<file path="src/rtl/match_job_scheduler.sv">
// Issues (col,row) block-matching jobs in raster order for one frame, throttled by downstream row credits and an in-flight cap.
// job_valid comes only from registered state; reset asserts asynchronously and releases through a 2-flop synchroniser.
module match_job_scheduler #(
  parameter int  BLK_W          = 16,
  parameter int  FRAME_W        = 240,
  parameter int  FRAME_BLK_ROWS = 30,
  parameter int  BUF_BLK_ROWS   = 6,
  parameter int  MAX_INFLIGHT   = 2,
  localparam int BLOCKS_PER_ROW = FRAME_W / BLK_W,
  localparam int COL_W          = $clog2(BLOCKS_PER_ROW),
  localparam int ROW_W          = $clog2(FRAME_BLK_ROWS),
  localparam int CRED_W         = $clog2(BUF_BLK_ROWS + 1),
  localparam int INFL_W         = $clog2(MAX_INFLIGHT + 1)
) (
  input  logic             i_clk,
  input  logic             i_reset_n,
  input  logic             i_frame_start,
  output logic             o_job_valid,
  input  logic             i_job_ready,
  output logic [COL_W-1:0] o_job_col,
  output logic [ROW_W-1:0] o_job_row,
  output logic             o_job_last,
  input  logic             i_result_valid,
  input  logic             i_row_consumed,
  output logic             o_busy,
  output logic             o_frame_done,
  output logic             o_err
);

  typedef enum logic [1:0] {S_IDLE, S_ISSUE, S_DRAIN} state_t;

  localparam logic [COL_W-1:0]  LAST_COL = COL_W'(BLOCKS_PER_ROW - 1);
  localparam logic [ROW_W-1:0]  LAST_ROW = ROW_W'(FRAME_BLK_ROWS - 1);
  localparam logic [CRED_W-1:0] CRED_MAX = CRED_W'(BUF_BLK_ROWS);
  localparam logic [INFL_W-1:0] INFL_MAX = INFL_W'(MAX_INFLIGHT);

  logic [1:0]        r_rst_sync;
  logic              w_rst_n;
  state_t            r_state;
  state_t            w_state_nxt;
  logic [COL_W-1:0]  r_col;
  logic [ROW_W-1:0]  r_row;
  logic [CRED_W-1:0] r_credits;
  logic [CRED_W-1:0] w_credits_nxt;
  logic [INFL_W-1:0] r_inflight;
  logic [INFL_W-1:0] w_inflight_nxt;
  logic              r_frame_done;
  logic              r_err;
  logic              w_xfer;
  logic              w_take;
  logic              w_load;
  logic              w_done;
  logic              w_err_set;

  always_ff @(posedge i_clk or negedge i_reset_n) begin
    if (!i_reset_n) r_rst_sync <= '0;
    else            r_rst_sync <= {r_rst_sync[0], 1'b1};
  end
  assign w_rst_n = r_rst_sync[1];

  // Column 0 opens a new block row in the downstream buffer, so only it needs a credit.
  assign o_job_valid  = (r_state == S_ISSUE) && (r_inflight < INFL_MAX) &&
                        ((r_col != '0) || (r_credits != '0));
  assign o_job_col    = r_col;
  assign o_job_row    = r_row;
  assign o_job_last   = (r_col == LAST_COL) && (r_row == LAST_ROW);
  assign o_busy       = (r_state != S_IDLE);
  assign o_frame_done = r_frame_done;
  assign o_err        = r_err;

  assign w_xfer = o_job_valid && i_job_ready;
  assign w_take = w_xfer && (r_col == '0);

  always_comb begin
    w_state_nxt = r_state;
    w_load      = 1'b0;
    w_done      = 1'b0;
    case (r_state)
      S_IDLE: begin
        if (i_frame_start) begin
          w_state_nxt = S_ISSUE;
          w_load      = 1'b1;
        end
      end
      S_ISSUE: begin
        if (w_xfer && o_job_last) w_state_nxt = S_DRAIN;
      end
      S_DRAIN: begin
        if (i_result_valid && (r_inflight == INFL_W'(1))) begin
          w_state_nxt = S_IDLE;
          w_done      = 1'b1;
        end
      end
      default: w_state_nxt = S_IDLE;
    endcase
  end

  always_comb begin
    w_inflight_nxt = r_inflight;
    w_credits_nxt  = r_credits;
    w_err_set      = i_frame_start && (r_state != S_IDLE);
    case ({w_xfer, i_result_valid})
      2'b10:   w_inflight_nxt = r_inflight + 1'b1;
      2'b01: begin
        if (r_inflight == '0) w_err_set = 1'b1;
        else                  w_inflight_nxt = r_inflight - 1'b1;
      end
      default: w_inflight_nxt = r_inflight;
    endcase
    // A credit returned at full capacity is a streamer protocol error; hold rather than wrap.
    case ({w_take, i_row_consumed})
      2'b10:   w_credits_nxt = r_credits - 1'b1;
      2'b01: begin
        if (r_credits == CRED_MAX) w_err_set = 1'b1;
        else                       w_credits_nxt = r_credits + 1'b1;
      end
      default: w_credits_nxt = r_credits;
    endcase
  end

  always_ff @(posedge i_clk or negedge w_rst_n) begin
    if (!w_rst_n) begin
      r_state      <= S_IDLE;
      r_col        <= '0;
      r_row        <= '0;
      r_credits    <= CRED_MAX;
      r_inflight   <= '0;
      r_frame_done <= 1'b0;
      r_err        <= 1'b0;
    end else begin
      r_state      <= w_state_nxt;
      r_credits    <= w_credits_nxt;
      r_inflight   <= w_inflight_nxt;
      r_frame_done <= w_done;
      if (w_err_set) r_err <= 1'b1;
      if (w_load) begin
        r_col <= '0;
        r_row <= '0;
      end else if (w_xfer) begin
        if (r_col == LAST_COL) begin
          r_col <= '0;
          r_row <= o_job_last ? '0 : r_row + 1'b1;
        end else begin
          r_col <= r_col + 1'b1;
        end
      end
    end
  end

endmodule

</file>
<file path="config.mk">
export PLATFORM = sky130hd
export DESIGN_NAME = match_job_scheduler
export DESIGN_NICKNAME = d
export VERILOG_FILES = /design/src/rtl/match_job_scheduler.sv
export SDC_FILE = /design/constraint.sdc
export NUM_CORES = 1
export LEC_CHECK = 0
export ABC_AREA = 1
export CORE_UTILIZATION = 47
export DETAILED_ROUTE_END_ITERATION = 7
export HOLD_SLACK_MARGIN = 0.1
export PLACE_DENSITY_LB_ADDON = 0.1
export REMOVE_ABC_BUFFERS = 1
export SYNTH_ARGS = -nofsm -noshare
export SYNTH_HDL_FRONTEND = slang
export SYNTH_SLANG_ARGS = --single-unit
</file>
<file path="constraint.sdc">
create_clock -name i_clk -period 1.4 [get_ports i_clk]
set_clock_uncertainty 0.1 [all_clocks]
set_input_delay 0.21 -clock i_clk [delete_from_list [all_inputs] [get_ports i_clk]]
set_output_delay 0.21 -clock i_clk [all_outputs]
set_load 0.01 [all_outputs]
</file>
==> results of run 1 <==
## worst max-delay path by stage
stage	endpoint	slack, ns
5_1_grt	r_credits[2]	-0.55
3_3_place_gp	r_credits[2]	-0.43
6_report	o_job_valid	-0.48
2_1_floorplan	r_credits[2]	-0.50
4_1_cts	r_credits[2]	-0.48
3_5_place_dp	r_credits[2]	-0.52
## per-stage QoR
stage | setup TNS [ns] | power, uW | area, sq um
CTS | -5.44 | 3200 | 1980
detailed placement | -5.94 | 2620 | 1750
global route | -9.03 | 3810 | 2090
floorplan | -4.55 | 1790 | 1240
global placement | -4.94 | 2540 | 1750
finish | -7.53 | 3560 | 2090
## sequential cells by signal, indices dropped and copies added (netlist names)
name	flops
r_state	2
r_rst_sync	2
r_inflight	2
o_job_row	5
o_frame_done	1
o_job_col	4
r_credits	3
o_err	1
## worst reg2reg max path, stage by stage, from the launching register on
cell and delay, ns:
dfrtp_1 0.39, inv_2 0.07, ha_4 0.16, nand2_4 0.05, nor2_4 0.04, buf_4 0.13
nand4_4 0.06, buf_6 0.10, nand3_4 0.16, o21ai_4 0.29, inv_4 0.10, nand2_1 0.07
o21ai_1 0.05
## cell usage in the layout, fill, tap and decap left out, drive strengths merged, types with 2 or more instances in the layout
cell,netlist,layout
buf,1,63
nand2,45,45
inv,19,19
dfrtp,18,18
nand3,11,11
o21ai,11,11
nor2,9,9
clkbuf,0,9
ha,8,8
nand4,6,6
clkdlybuf4s50,0,5
nor3,3,3
xor2,3,3
o211ai,2,2
dlygate4sd2,0,2
dfstp,2,2
a21oi,2,2
or2,2,2
## timing repair
action | CTS | global route
endpoints found under the hold margin | 2 | 0
hold buffers | 1 | 0
gates cloned | 0 | 0
gates resized for setup | 77 | 36
buffers inserted | 11 | 10
pin swaps | 12 | 14
setup endpoints to repair | 31 | 29
## where the power goes
group	internal (uW)	switching, uW	total (uW)
clock network	111	189	300
logic	1190	1180	2370
registers	766	120	886
total	2070	1490	3560
## cells by family (layout without fill, tap and decap cells)
kind of cell / count (synthesis) / in the layout
DFF: 20 / 20
buffers and inverters: 20 / 99
AOI/OAI and AO/OA: 17 / 17
and+or+nand+nor: 78 / 78
other: 1 / 1
xor gates and xnor gates: 4 / 4
adders and majority gates: 8 / 8
## routing by layer
metal	routed length [um]	GRT usage	up-vias
met2	2010	0.456	25
li1	-	-	646
met3	89	0.0345	2
met4	21	0.0877	0
met5	0	0	-
met1	1590	0.319	633
## area by class of cell
class | instances | area, sq um | share of cell area
Clock buffer | 4 | 26.3 | 0.0126
Inverter | 19 | 76.3 | 0.0365
Multi-Input combinational cell | 108 | 821 | 0.392
Sequential cell | 20 | 504 | 0.241
Tap cell | 30 | 37.5 | 0.0179
Timing Repair Buffer | 76 | 627 | 0.300
==> results_dict.tcl, run 1 <==
set metrics [dict create \
    layout.nets 242 \
    critical_path.max_stage_delay_ns 0.41 \
    r2r_setup_slack_ns -0.47 \
    die_h_um 53.5 \
    gp_congestion 0.822 \
    cts_made_buffers 3 \
    avgSynthCellArea_sq_um 8.42 \
    status "finished with violations" \
    drtIter0Drc 44 \
    grt_pass1_wl_mm 5.22 \
    num_rows 18 \
    cp_max_fo 3 \
    synth_area_leaders "dfrtp_1 (36%), nand2_1 (13%), ha_1 (8.0%)" \
    synth_edf_count 0 \
    dp_cells 234 \
    clockBufferDepth 2 \
    synth_top_family_by_area "simple AND/OR/NAND/NOR gates" \
    clk_latency_ns 0.30 \
    r2r-start "o_job_col[0]" \
    synth_compound_area_frac 0.0964 \
    r2r_cells 12 \
    violations "setup timing" \
    hpwl_mm 2.16 \
    hold_path.class "reg -> async" \
    die_area_sq_um 2860 \
    synthFlopType "dfrtp_1" \
    synth_xor_area_frac 0.0341 \
    cp.depth 8 \
    grt_overflow 0 \
    fmax_mhz 533 \
    routed_wl_mm 3.70 \
    die_width_um 53.5 \
    p_leak_uw 0.00105 \
    synthCells 148 \
    hold_ws_ns 0.0989 \
    io_buffers 19 \
    cts_root_buffer "clkbuf_4" \
    rsz0062_at_grt "true" \
    ys_ff_latch 20 \
    start_util 0.498 \
    cts_tree "yes" \
    cp.required_ns 1.09 \
    diodes 0 \
    fin_crit_ns 1.88 \
    fillCellCount 139 \
    syn_to_final_growth_pct 67.9 \
    maxCapViolCount 0 \
    antenna_found_initial 0 \
    clkTransAtPathRegs_ns 0.13 \
    yosysWarnings 0 \
    via_per_inst 5.08 \
    fin_cells 257 \
    cp-startpoint "o_job_col[0]" \
    fp.coreArea_sq_um 2500 \
    r2r_end "o_job_row[4]" \
    synth.mux.area_fraction 0 \
    pre_cts_ws_ns -0.522 \
    setup_viol 20 \
    utilization 0.837 \
    io_pins 20 \
    power_density_nw_per_um2 1700 \
    hold_violations 0 \
    finalWorstSetupSlack_ns -0.476 \
    cp_cell_sequence "inv_2 -> ha_4 -> nand2_4 -> nor2_4 -> buf_4 -> nand4_4 -> and2_4 -> buf_2" \
    crit_buf_inv 3 \
    yosysMostFrequentCell "nand2_1" \
    maxSlewViolCount 0 \
    slowest_stage "dfrtp_1" \
    cp_top_family "flip-flops" \
    drc 0 \
    crit_arrival_ns 1.57 \
    synth-adder-area-share 0.0803 \
    vias 1306 \
    synthArstFlopShare 1.00 \
    grt_max_degree 19 \
    critPathKind "reg -> out" \
    drive_gt1_frac 0.537 \
    start_kind "register" \
    synthSimpleGateAreaFrac 0.321 \
    synth_largest_area_cell "dfrtp_1" \
    finalCritPeriodShare 1.34 \
    grt_usage 0.259 \
    syn_area_sq_um 1250 \
    seq_area_frac_synth 0.404 \
    cp-end-kind "primary output" \
    wl_per_cell_um 14.4 \
    ir_drop_mv 1.60 \
    ys_top_cells_by_count "nand2_1 (42), dfrtp_1 (18), inv_1 (16), nand3_1 (10), ha_1 (8)" \
    cts_sinks 20 \
    final_antenna_net_count 0 \
    htree_levels 1 \
    firstDrtPassIters 4 \
    synth_cell_types 33 \
    synth_top_area_frac 0.361 \
    grt_pass1_vias 1224 \
]
Note: power is estimated with default switching activity, not from simulation.
==> run 2: changes to the inputs <==
--- a/constraint.sdc
+++ b/constraint.sdc
@@ -4,2 +4,2 @@
 set_output_delay 0.21 -clock i_clk [all_outputs]
-set_load 0.01 [all_outputs]
+set_load 0.1 [all_outputs]
==> run 2 against run 1 <==
Against the previous run:
- the run still ends with setup timing left
- sequential share of layout area fell by 1.3 points
- cell count fell by 3.5%
- flip-flop and latch count unchanged
- register-to-register slack hardly changed
- die area is the same
- clock power rose by 70%
- sequential power down 1%
- wire length grew 5.5%
- via count up 1.5%
- critical path depth stayed put
- highest routed layer unchanged
==> results_dict.tcl, run 2 (synthesized netlist as in run 1, its figures left out) <==
set metrics [dict create \
    status "finished with violations" \
    violations "setup timing" \
    clkTransAtPathRegs_ns 0.14 \
    maxCapViolCount 0 \
    fp.coreArea_sq_um 2500 \
    placed_area_sq_um 1860 \
    setup_viol 21 \
    gp_congestion 0.813 \
    start_util 0.498 \
    layout_commonest_cell "buf_4" \
    cts_sinks 20 \
    r2r_end "r_credits[2]" \
    clockBufferDepth 2 \
    crit_buf_inv 3 \
    grt_max_degree 19 \
    final_cell_area_sq_um 2210 \
    cp_top_family "flip-flops" \
    critPathKind "reg -> out" \
    fin_setup_tns_ns -7.47 \
    via_per_inst 5.34 \
    num_rows 18 \
    diodes 0 \
    start_kind "register" \
    cp-end-kind "primary output" \
    r2r_cells 15 \
    cts_root_buffer "clkbuf_4" \
    finalWorstSetupSlack_ns -0.533 \
    finalCritPeriodShare 1.38 \
    wl_per_cell_um 15.8 \
    maxSlewViolCount 0 \
    cp_max_fo 2 \
    grt_pass1_wl_mm 5.46 \
    r2r-start "o_job_col[0]" \
    grt_usage 0.276 \
    pre_cts_ws_ns -0.466 \
    hpwl_mm 2.11 \
    cp.required_ns 1.09 \
    cp_cell_sequence "inv_2 -> ha_4 -> nand2_4 -> nor2_4 -> buf_4 -> nand4_4 -> and2_4 -> buf_12" \
    drc 0 \
    grt_overflow 0 \
    drtIter0Drc 31 \
    grt_pass1_vias 1241 \
    fmax_mhz 517 \
    r2r_setup_slack_ns -0.47 \
    slowest_stage "dfrtp_1" \
    syn_to_final_growth_pct 77.1 \
    power_density_nw_per_um2 2140 \
    rsz0062_at_grt "true" \
    htree_levels 1 \
    vias 1325 \
    cts_made_buffers 3 \
    io_pins 20 \
    mostFrequentLayoutCells "buf_4 (38), nand2_1 (35), dfrtp_1 (18)" \
    cts_tree "yes" \
    final_antenna_net_count 0 \
    antenna_found_initial 0 \
    ir_drop_mv 2.60 \
    drive_gt1_frac 0.491 \
    die_width_um 53.5 \
    total_power_uw 4730 \
    crit_arrival_ns 1.62 \
    clk_latency_ns 0.33 \
    critical_path.max_stage_delay_ns 0.42 \
    routed_wl_mm 3.91 \
    layout.nets 233 \
    die_area_sq_um 2860 \
    hold_violations 0 \
    fin_crit_ns 1.93 \
    io_buffers 19 \
    hold_path.class "reg -> async" \
    die_h_um 53.5 \
    largest_reg_flops 5 \
    firstDrtPassIters 4 \
    p_leak_uw 0.00107 \
]
[run 2: changes by cell type in the layout (fill, tap and decap cells not counted), moves of 4 or more]
cell      before  now
buf_12         0   14
buf_4         46   38
buf_6         15    8
clkbuf_2       5    0
nand2_1       30   35
nand2_2        9    5
[run 2: where the power goes]
part	internal [uW]	switching, uW	total (uW)
sequential	762	115	877
combinational	1400	1940	3340
clock	290	221	511
[run 2: how the worst max path moves through the flow]
stage	startpoint	to	slack, ns	cells after the start
global route	o_job_col[1]	r_credits[2]	-0.60	15
floorplan	o_job_col[1]	o_job_row[0]	-2.04	8
global placement	o_job_col[0]	r_credits[2]	-0.33	14
CTS	o_job_col[1]	o_job_valid	-0.50	8
finish	o_job_col[0]	o_job_valid	-0.53	8
detailed placement	o_job_col[0]	r_credits[2]	-0.47	16
[run 2: metrics by stage]
| step | hold WS (ns) | utilization | instances |
|---|---|---|---|
| finish | 0.112 | 0.883 | 248 |
| global route | 0.171 | 0.883 | 248 |
| CTS | 0.121 | 0.846 | 244 |
| detailed placement | 0.107 | 0.743 | 229 |
| global placement | 0.0974 | 0.743 | 229 |
| floorplan | -0.186 | - | 147 |
[run 2: per-layer routing]
| metal | share of wire | wire (um) | global-route usage |
|---|---|---|---|
| met3 | 0.036 | 139 | 0.0345 |
| met1 | 0.39 | 1510 | 0.297 |
| met2 | 0.54 | 2130 | 0.504 |
| met4 | 0.034 | 133 | 0.167 |
| met5 | 0 | 0 | 0 |
[run 2: area by class of cell]
cell class              instances  area [sq um]
inverters                      19          76.3
multi-input cells             109           822
clock inverters                 1          30.0
flip-flops and latches         20           503
fillers                       118           293
well taps                      30          37.5
repair buffers                 66           716
clock buffers                   3          22.5
[run 2: repair_timing]
item / CTS / global route
endpoints found under the hold margin: 2 / 0
resized for setup: 34 / 18
pin swaps: 12 / 8
endpoints found under the setup margin: 20 / 23
gates cloned: 0 / 1
buffers inserted: 10 / 3
hold buffers: 1 / 0
==> run 3: changes to the inputs <==
- RECOVER_POWER: unset -> 25
==> run 3 against run 2 <==
Against the previous run:
- the run still ends with setup timing left
- die area is the same
- sequential power barely moved
- count of clock-buffer cells in the layout is the same
- worst hold slack gained 0.081 ns
- fmax did not move
- wire length is the same
- total power about the same
- flip-flop and latch count is the same
- sequential share of layout area is essentially flat
- critical path depth unchanged
- design area fell by 0.11%
- first-iteration DRC count unchanged
==> results_dict.tcl, run 3 (synthesized netlist as in run 1, its figures left out) <==
set metrics [dict create \
    wl_per_cell_um 15.8 \
    cp_max_fo 2 \
    crit_arrival_ns 1.62 \
    grt_overflow 0 \
    final_antenna_net_count 0 \
    fmax_mhz 517 \
    htree_levels 1 \
    gp_congestion 0.813 \
    finalWorstSetupSlack_ns -0.533 \
    layout.nets 233 \
    hpwl_mm 2.11 \
    syn_to_final_growth_pct 76.9 \
    cts_made_buffers 3 \
    firstDrtPassIters 4 \
    r2r_end "r_credits[2]" \
    maxCapViolCount 0 \
    die_h_um 53.5 \
    grt_max_degree 19 \
    die_area_sq_um 2860 \
    io_pins 20 \
    cp-end-kind "primary output" \
    fillCellCount 119 \
    violations "setup timing" \
    start_util 0.498 \
    num_rows 18 \
    fin_crit_ns 1.93 \
    vias 1325 \
    clkTransAtPathRegs_ns 0.14 \
    pre_cts_ws_ns -0.466 \
    cts_tree "yes" \
    hold_path.class "reg -> async" \
    hold_ws_ns 0.193 \
    drc 0 \
    mostFrequentLayoutCells "buf_4 (37), nand2_1 (35), dfrtp_1 (18)" \
    io_buffers 19 \
    cp-startpoint "o_job_col[0]" \
    utilization 0.882 \
    die_width_um 53.5 \
    maxSlewViolCount 0 \
    fp.coreArea_sq_um 2500 \
    total_power_uw 4730 \
    multi_input_area_sq_um 822 \
    regArea_sq_um 503 \
    clk_latency_ns 0.33 \
    diodes 0 \
    r2r-start "o_job_col[0]" \
    drtIter0Drc 31 \
    clockBufferDepth 2 \
    ir_drop_mv 2.60 \
    p_leak_uw 0.00107 \
    grt_usage 0.276 \
    cp.required_ns 1.09 \
    setup_viol 21 \
    hold_violations 0 \
    largest_reg_flops 5 \
    start_kind "register" \
    power_density_nw_per_um2 2140 \
    fin_cells 248 \
    routed_wl_mm 3.91 \
    antenna_found_initial 0 \
    via_per_inst 5.34 \
    rsz0062_at_grt "true" \
    r2r_cells 15 \
    drive_gt1_frac 0.491 \
    grt_pass1_vias 1241 \
    critPathKind "reg -> out" \
    dp_cells 229 \
    r2r_setup_slack_ns -0.47 \
    grt_pass1_wl_mm 5.46 \
    cts_root_buffer "clkbuf_4" \
    cts_sinks 20 \
    finalCritPeriodShare 1.38 \
    status "finished with violations" \
    layout_commonest_cell "buf_4" \
]
-- run 3: cell count changes in the layout (fill, tap and decap cells not counted) --
cell | before | now
buf_4 | 38 | 37
clkbuf_2 | 0 | 1
-- run 3: report_power, final --
part | leakage (uW) | internal [uW] | switching (uW)
clock | 0.0000279 | 290 | 221
combinational | 0.000804 | 1400 | 1940
sequential | 0.000240 | 762 | 115
total | 0.00107 | 2450 | 2280
-- run 3: metrics by stage --
step | setup TNS [ns] | cell area, sq um
floorplan | -25.44 | 1240
global placement | -4.75 | 1860
detailed placement | -5.90 | 1860
CTS | -6.84 | 2110
global route | -9.05 | 2200
finish | -7.47 | 2200
-- run 3: how the worst max path moves through the flow --
stage                    to  depth (start not counted)
3_3_place_gp   r_credits[2]                         14
5_1_grt        r_credits[2]                         15
2_1_floorplan  o_job_row[0]                          8
4_1_cts         o_job_valid                          8
3_5_place_dp   r_credits[2]                         16
6_report        o_job_valid                          8
-- run 3: final cells by class --
cell class	count	share of cell area
clock buffers	3	0.0102
flip-flops and latches	20	0.228
inverters	19	0.0346
repair buffers	66	0.323
well taps	30	0.0170
clock inverters	1	0.0136
multi-input cells	109	0.373
-- run 3: critical path, stage by stage (launching register included) --
cell and delay (ns):
dfrtp_1 0.42, inv_2 0.09, ha_4 0.14, nand2_4 0.05, nor2_4 0.09, buf_4 0.12
nand4_4 0.07, and2_4 0.16, buf_12 0.16
-- run 3: routing by layer --
layer | vias to the layer above | GRT usage | routed length, um
met5 | - | 0 | 0
li1 | 628 | - | -
met4 | 0 | 0.167 | 133
met2 | 52 | 0.504 | 2130
met3 | 12 | 0.0345 | 139
met1 | 633 | 0.297 | 1510
-- run 3: timing repair --
| item | CTS | global route |
|---|---|---|
| resized for setup | 34 | 18 |
| gates cloned | 0 | 1 |
| pin swaps | 12 | 8 |
| hold endpoints to repair | 2 | 0 |
| setup endpoints to repair | 20 | 23 |
| buffers inserted | 10 | 3 |
| hold buffers | 1 | 0 |
